**src/rtl/multi_alarm_ctrl.sv**
```systemverilog
// Multi-slot alarm controller: minute-boundary trigger, snooze with bounded repeats,
// ring timeout and a button-stepped preview display feeding the 7-segment digits.
module multi_alarm_ctrl #(
   parameter int unsigned NUM_ALARMS     = 4,
   parameter int unsigned PREVIEW_CYCLES = 1000000,
   parameter int unsigned SNOOZE_MIN     = 5,
   parameter int unsigned RING_SEC       = 59,
   parameter int unsigned MAX_SNOOZE     = 3,
   localparam int unsigned RIDW = (NUM_ALARMS > 1) ? $clog2(NUM_ALARMS) : 1
) (
   input  logic                      clk,
   input  logic                      rst,
   input  logic                      sw0,
   input  logic [5:0]                c_hour,
   input  logic [5:0]                c_min,
   input  logic [5:0]                c_sec,
   input  logic [6*NUM_ALARMS-1:0]   a_hr_flat,
   input  logic [6*NUM_ALARMS-1:0]   a_min_flat,
   input  logic [NUM_ALARMS-1:0]     a_en,
   input  logic                      btn_sel,
   input  logic                      btn_snooze,
   input  logic                      btn_dismiss,
   output logic [3:0]                hr1,
   output logic [3:0]                hr2,
   output logic [3:0]                min1,
   output logic [3:0]                min2,
   output logic                      alarm,
   output logic [RIDW-1:0]           ring_id,
   output logic                      snoozed
);

   localparam int unsigned SW  = $clog2(NUM_ALARMS + 1);
   localparam int unsigned TW  = $clog2(PREVIEW_CYCLES + 1);
   localparam int unsigned SNW = (MAX_SNOOZE > 0) ? $clog2(MAX_SNOOZE + 1) : 1;
   localparam logic [SW-1:0]  SEL_MAX   = SW'(NUM_ALARMS);
   localparam logic [TW-1:0]  TMR_LOAD  = TW'(PREVIEW_CYCLES);
   localparam logic [TW-1:0]  TMR_ONE   = TW'(1);
   localparam logic [5:0]     RING_LAST = 6'(RING_SEC - 1);
   localparam logic [SNW-1:0] SNZ_MAX   = SNW'(MAX_SNOOZE);

   typedef enum logic [1:0] {IDLE, RING, SNOOZE} state_t;

   state_t          state, state_n;
   logic [5:0]      ring_cnt, ring_cnt_n;
   logic [SNW-1:0]  snooze_cnt, snooze_cnt_n;
   logic [RIDW-1:0] id_n;
   logic [5:0]      tgt_hr, tgt_hr_n, tgt_min, tgt_min_n;
   logic            sel_q, snz_q, dis_q;
   logic [5:0]      c_sec_q;
   logic [SW-1:0]   disp_sel;
   logic [TW-1:0]   prev_tmr;

   logic            sel_p, snz_p, dis_p, sec_tick, min_bnd;
   logic            hit;
   logic [RIDW-1:0] hit_idx;
   logic [6:0]      min_sum;
   logic [5:0]      snz_hr, snz_min, hr_inc;
   logic [5:0]      sel_hr, sel_min;

   assign sel_p    = btn_sel & ~sel_q;
   assign snz_p    = btn_snooze & ~snz_q;
   assign dis_p    = btn_dismiss & ~dis_q;
   assign sec_tick = (c_sec != c_sec_q);
   assign min_bnd  = sec_tick && (c_sec == 6'd0);

   always_comb begin
      hit     = 1'b0;
      hit_idx = '0;
      for (int unsigned k = 0; k < NUM_ALARMS; k++) begin
         if (!hit && a_en[k] && a_hr_flat[6*k +: 6] == c_hour && a_min_flat[6*k +: 6] == c_min) begin
            hit     = 1'b1;
            hit_idx = RIDW'(k);
         end
      end
   end

   always_comb begin
      min_sum = {1'b0, c_min} + 7'(SNOOZE_MIN);
      hr_inc  = c_hour;
      snz_min = min_sum[5:0];
      if (min_sum >= 7'd60) begin
         snz_min = 6'(min_sum - 7'd60);
         hr_inc  = c_hour + 6'd1;
      end
      snz_hr = (hr_inc >= 6'd24) ? 6'd0 : hr_inc;
   end

   always_comb begin
      state_n      = state;
      ring_cnt_n   = ring_cnt;
      snooze_cnt_n = snooze_cnt;
      id_n         = ring_id;
      tgt_hr_n     = tgt_hr;
      tgt_min_n    = tgt_min;
      if (!sw0) begin
         state_n      = IDLE;
         ring_cnt_n   = '0;
         snooze_cnt_n = '0;
      end else begin
         unique case (state)
            IDLE: if (min_bnd && hit) begin
               state_n      = RING;
               id_n         = hit_idx;
               ring_cnt_n   = '0;
               snooze_cnt_n = '0;
            end
            RING: begin
               if (dis_p) begin
                  state_n = IDLE;
               end else if (snz_p) begin
                  if (snooze_cnt >= SNZ_MAX) begin
                     state_n = IDLE;
                  end else begin
                     state_n      = SNOOZE;
                     tgt_hr_n     = snz_hr;
                     tgt_min_n    = snz_min;
                     snooze_cnt_n = snooze_cnt + 1'b1;
                  end
               end else if (sec_tick) begin
                  if (ring_cnt == RING_LAST) state_n = IDLE;
                  else ring_cnt_n = ring_cnt + 6'd1;
               end
            end
            SNOOZE: begin
               if (dis_p) begin
                  state_n = IDLE;
               end else if (min_bnd && c_hour == tgt_hr && c_min == tgt_min) begin
                  state_n    = RING;
                  ring_cnt_n = '0;
               end
            end
            default: state_n = IDLE;
         endcase
      end
   end

   always_comb begin
      sel_hr  = c_hour;
      sel_min = c_min;
      for (int unsigned k = 0; k < NUM_ALARMS; k++) begin
         if (disp_sel == SW'(k + 1)) begin
            sel_hr  = a_hr_flat[6*k +: 6];
            sel_min = a_min_flat[6*k +: 6];
         end
      end
   end

   always_ff @(posedge clk or posedge rst) begin
      if (rst) begin
         state      <= IDLE;
         ring_cnt   <= '0;
         snooze_cnt <= '0;
         ring_id    <= '0;
         tgt_hr     <= '0;
         tgt_min    <= '0;
         alarm      <= 1'b0;
         snoozed    <= 1'b0;
         sel_q      <= 1'b0;
         snz_q      <= 1'b0;
         dis_q      <= 1'b0;
         c_sec_q    <= '0;
         disp_sel   <= '0;
         prev_tmr   <= '0;
         hr1        <= '0;
         hr2        <= '0;
         min1       <= '0;
         min2       <= '0;
      end else begin
         state      <= state_n;
         ring_cnt   <= ring_cnt_n;
         snooze_cnt <= snooze_cnt_n;
         ring_id    <= id_n;
         tgt_hr     <= tgt_hr_n;
         tgt_min    <= tgt_min_n;
         // Flags follow the next state so they change on the same edge as the FSM.
         alarm      <= (state_n == RING);
         snoozed    <= (state_n == SNOOZE);
         sel_q      <= btn_sel;
         snz_q      <= btn_snooze;
         dis_q      <= btn_dismiss;
         c_sec_q    <= c_sec;
         if (sel_p) begin
            if (disp_sel == SEL_MAX) begin
               disp_sel <= '0;
               prev_tmr <= '0;
            end else begin
               disp_sel <= disp_sel + 1'b1;
               prev_tmr <= TMR_LOAD;
            end
         end else if (prev_tmr != '0) begin
            prev_tmr <= prev_tmr - 1'b1;
            if (prev_tmr == TMR_ONE) disp_sel <= '0;
         end
         hr1  <= 4'(sel_hr / 6'd10);
         hr2  <= 4'(sel_hr % 6'd10);
         min1 <= 4'(sel_min / 6'd10);
         min2 <= 4'(sel_min % 6'd10);
      end
   end

endmodule

```
**config.mk**
```make
export PLATFORM = sky130hd
export DESIGN_NAME = multi_alarm_ctrl
export DESIGN_NICKNAME = d
export VERILOG_FILES = /design/src/rtl/multi_alarm_ctrl.sv
export SDC_FILE = /design/constraint.sdc
export NUM_CORES = 1
export LEC_CHECK = 0
export BUFFER_PORTS_ARGS = -buffer_cell sky130_fd_sc_hd__buf_2
export CAP_MARGIN = 40
export CELL_PAD_IN_SITES_DETAIL_PLACEMENT = 0
export CELL_PAD_IN_SITES_GLOBAL_PLACEMENT = 1
export CORE_UTILIZATION = 43
export CTS_CLUSTER_DIAMETER = 120
export CTS_CLUSTER_SIZE = 24
export DETAILED_ROUTE_END_ITERATION = 16
export GPL_TIMING_DRIVEN = 0
export PLACE_DENSITY = 0.81
export SLEW_MARGIN = 10
export SYNTH_ARGS = -nofsm -noshare
export SYNTH_HDL_FRONTEND = slang
export SYNTH_SLANG_ARGS = --single-unit
```
**constraint.sdc**
```tcl
create_clock -name clk -period 4.32 [get_ports clk]
set_input_delay 0.216 -clock clk [delete_from_list [all_inputs] [get_ports clk]]
set_output_delay 0.216 -clock clk [all_outputs]
set_load 0.01 [all_outputs]
```
==> reports/qor.log <==
[floorplanning] overall die height 116 microns
[sta] Fin Clk Skew 10.6 ps
[clock_tree] hold buffer count at cts 4
[finish] Layout Area Growth over Synthesis 18.1%
[sta] worst slack on hold paths 12.9 ps
[grt] pin count of the biggest net entering global routing 46
[hold_path] kind of path behind the tightest hold check in -> reg
[worst_setup_path] slowest cell delay on critical path 430 ps
[yosys] Mean Syn Cell Area 8.71 sq um
[run] total of max-cap violations 0
[sta] number of endpoints failing setup at the final stage 0
[pwr] switching power total 0.00185 W
[pwr] sequential group share of total power 22.6%
[clock_tree] clock net sink count 72
[yosys] proportion of netlist area held by the largest area contributor 32.5%
[finish] final cell utilization of the core 52.0%
[yosys] number of distinct standard cells referenced by the synthesized netlist 77
[yosys] Syn Inst Count 637
[yosys] top cell type by total area after synthesis dfrtp_1
[worst_setup_path] CP Launch Type register
[pwr] switching fraction of total power 45.3%
[sta] Worst Max-Slew Pin Slew 815 ps
[floorplanning] Std-Cell Rows 41
[grt] first-pass GRT wire length 24400 microns
[placement] post-detail-place hpwl 11900 microns
[sta] count of pins over their slew limit 0
[floorplanning] Core ar. 12600 sq um
[clock_tree] # H-tree levels 3
[route] routed len/inst 16.8 microns
[clock_tree] number of CTS-inserted buffers 9
[worst_setup_path] Required @ worst endpoint 4590 ps
[clock_tree] # Post-CTS Setup Buffers 0
[clock_tree] clk_lat worst skew 350 ps
[sta] unrepaired setup endpoints after global routing no
[yosys] top area cells in the synthesized netlist dfrtp_1, xnor2_1, ha_1, nand2_1, nor2_1
[placement] I/O Buffers 88
[sta] minimum setup slack in the final design 318 ps
[grt] grt total ovfl 0
[clock_tree] count of instances resized after the clock tree is built 0
[sta] setup total negative slack 0 ps
[worst_setup_path] cell chain of the critical path buf_2 > inv_1 > ha_1 > buf_2 > buf_2 > nand2_1 > o21ai_2 > nor2_8 > ha_1 > a22oi_1 > o31ai_2 > a31oi_1 > inv_1 > ha_1 > or3_1 > o21ai_2
[yosys] number of enable-type register cells in the synthesized netlist 0
[pwr] proportion of power drawn by the clock network 17.4%
[pwr] power density over cell area 623 nW/um^2
[worst_setup_path] slowest stage cell, crit path a22oi_1
[route] post-route ant nets 0
[worst_setup_path] arrival time reported for the critical path endpoint 4280 ps
[pwr] internal power 0.00223 W
[pwr] cell leakage power 2.82 nW
[grt] number of global-route vias before repair 4812
[finish] final layout net count 843
[yosys] register bit count reported by yosys 72
[clock_tree] clock transition at the registers of the reported paths 60 ps
[route] overall via count from detail_route 5046
[yosys] Async S/R FF share, synth 100%
[yosys] register area share after synthesis 32.5%
[finish] share of cells above drive strength 1 20.9%
[clock_tree] clock tree from TritonCTS built
[sta] final clock period utilization by the worst path 92.6%
[placement] worst slack at placement 347 ps
[worst_setup_path] worst setup path class reg -> reg
[worst_setup_path] Crit Path Max Fanout 10
[route] detailed router's first-iteration violation count 313
[route] Post-Route WL 15400 microns
[route] vias per inst 5.48
[sta] maximum clock frequency 250 MHz
[sta] hold violation count in the final report 0
[floorplanning] DIE WIDTH 116 microns
[sta] fin crit period 4000 ps
[grt] Total GRT Usage 24.1%
[yosys] primary flip-flop cell chosen by synthesis mapping dfrtp_1
[worst_setup_path] sort of element at the end of the critical path register
[clock_tree] clock root buffer master clkbuf_16
[yosys] top-count cell post-synth xnor2_1
[sta] relative max-transition margin 44.3%
[pwr] fraction of power consumed by combinational cells 60.0%
[floorplanning] effective utilization at floorplan 44.0%
[placement] GPL Wtd Cong 0.876
[outcome] run status finished, final reports clean
[clock_tree] clock buffer depth 2
[route] DR DRC count 0
[grt] antenna violations before repair 0
[pwr] IR Drop Worst-Case VDD 0.691 mV
[yosys] most common library cells after synthesis xnor2_1, dfrtp_1, nand2_1, nor2_1, a21oi_1
[route] drt pass-1 iters 5
[yosys] area of the mapped netlist 5550 sq um
[finish] fillers 1243
[floorplanning] boundary pin count 96
[floorplanning] die footprint 13400 sq um
[yosys] Ys Warns 0
-- power groups by stage --
stage,Clock (W),Sequential (W),Combinational (W)
final,0.000710,0.000924,0.00245
after global routing,0.000758,0.000942,0.00269
after CTS,0.000727,0.000923,0.00244
after detailed placement,0,0.000932,0.00242
after global placement,0,0.000931,0.00233
after floorplan,0,0.000952,0.00182
-- path summary, 6_finish.rpt --
check,end,cells past startpoint,from,slack (ps)
max in group asynchronous,min2[3],4,rst,3340
min in group asynchronous,prev_tmr[5],3,rst,420
worst min-delay path,c_sec_q[5],1,c_sec[5],10
worst max-delay path,min2[3],16,disp_sel[2],320
worst min register to register,ring_id[1],1,ring_id[1],490
worst max register to register,min2[3],16,disp_sel[2],320
-- kinds of logic after synthesis --
group           Yosys count  share of synthesized area, %
simple gates            239                          22.7
compound gates          127                          15.8
xor+xnor                 92                          14.5
flops                    72                          32.5
buf+inv                  61                          4.80
fa+ha+maj                25                          5.64
mux                      20                          3.94
other cells               1                        0.0676
-- stage by stage --
step | instances | cell area [sq um] | power [W]
3_3_place_gp | 898 | 6210 | 0.00326
4_1_cts | 919 | 6550 | 0.00409
2_1_floorplan | 638 | 5550 | 0.00277
3_5_place_dp | 899 | 6240 | 0.00336
6_report | 921 | 6560 | 0.00408
5_1_grt | 919 | 6550 | 0.00439
-- flip-flops by register name, indices dropped and copies added (netlist names) --
signal      count
alarm           1
c_sec_q         6
dis_q           1
disp_sel        3
hr1             3
hr2             4
min1            3
min2            4
prev_tmr       20
ring_cnt        6
ring_id         2
sel_q           1
snooze_cnt      2
snoozed         1
snz_q           1
state           2
tgt_hr          6
tgt_min         6
-- placed cells by master, fill, tap and decap left out, drive strengths merged, types with 11 or more instances in the layout --
cell type,netlist,final
dfrtp,72,72
clkbuf,7,17
nor3,18,18
a21oi,33,33
xor2,17,17
nand2,58,58
nand2b,13,13
inv,30,31
nor4,15,15
buf,24,113
nand4,12,12
o21ai,32,32
mux2i,11,11
nor2,53,53
nand3,17,17
xnor2,75,75
ha,25,25
-- metal layers --
layer  vias to the layer above  share of wire, %  GRT usage, %
met5                         -                 0             0
met4                         0               1.5          6.41
met3                        18               5.9          7.17
met2                       139                47          39.0
met1                      2427                45          31.6
li1                       2462                 -             -
-- layout make-up --
cell class	instances	area, sq um	share of cell area, %
Buffer	31	154	2.35
Multi-Input combinational cell	505	3490	53.2
Antenna cell	2	5.00	0.0763
Inverter	30	115	1.76
Sequential cell	72	1800	27.5
Timing Repair Buffer	93	508	7.75
Clock buffer	10	229	3.49
Tap cell	172	215	3.28
Clock inverter	6	43.8	0.668
-- worst max-delay path: cells and delay by family, from the launching register on --
family                   cells  cell delay [ps]
buffers and inverters        5              970
adder cells (fa/ha/maj)      3              670
flip-flops                   1              420
AO/OA/AOI/OAI                5             1310
AND/OR/NAND/NOR              3              560
Note: power is estimated with default switching activity, not from simulation.
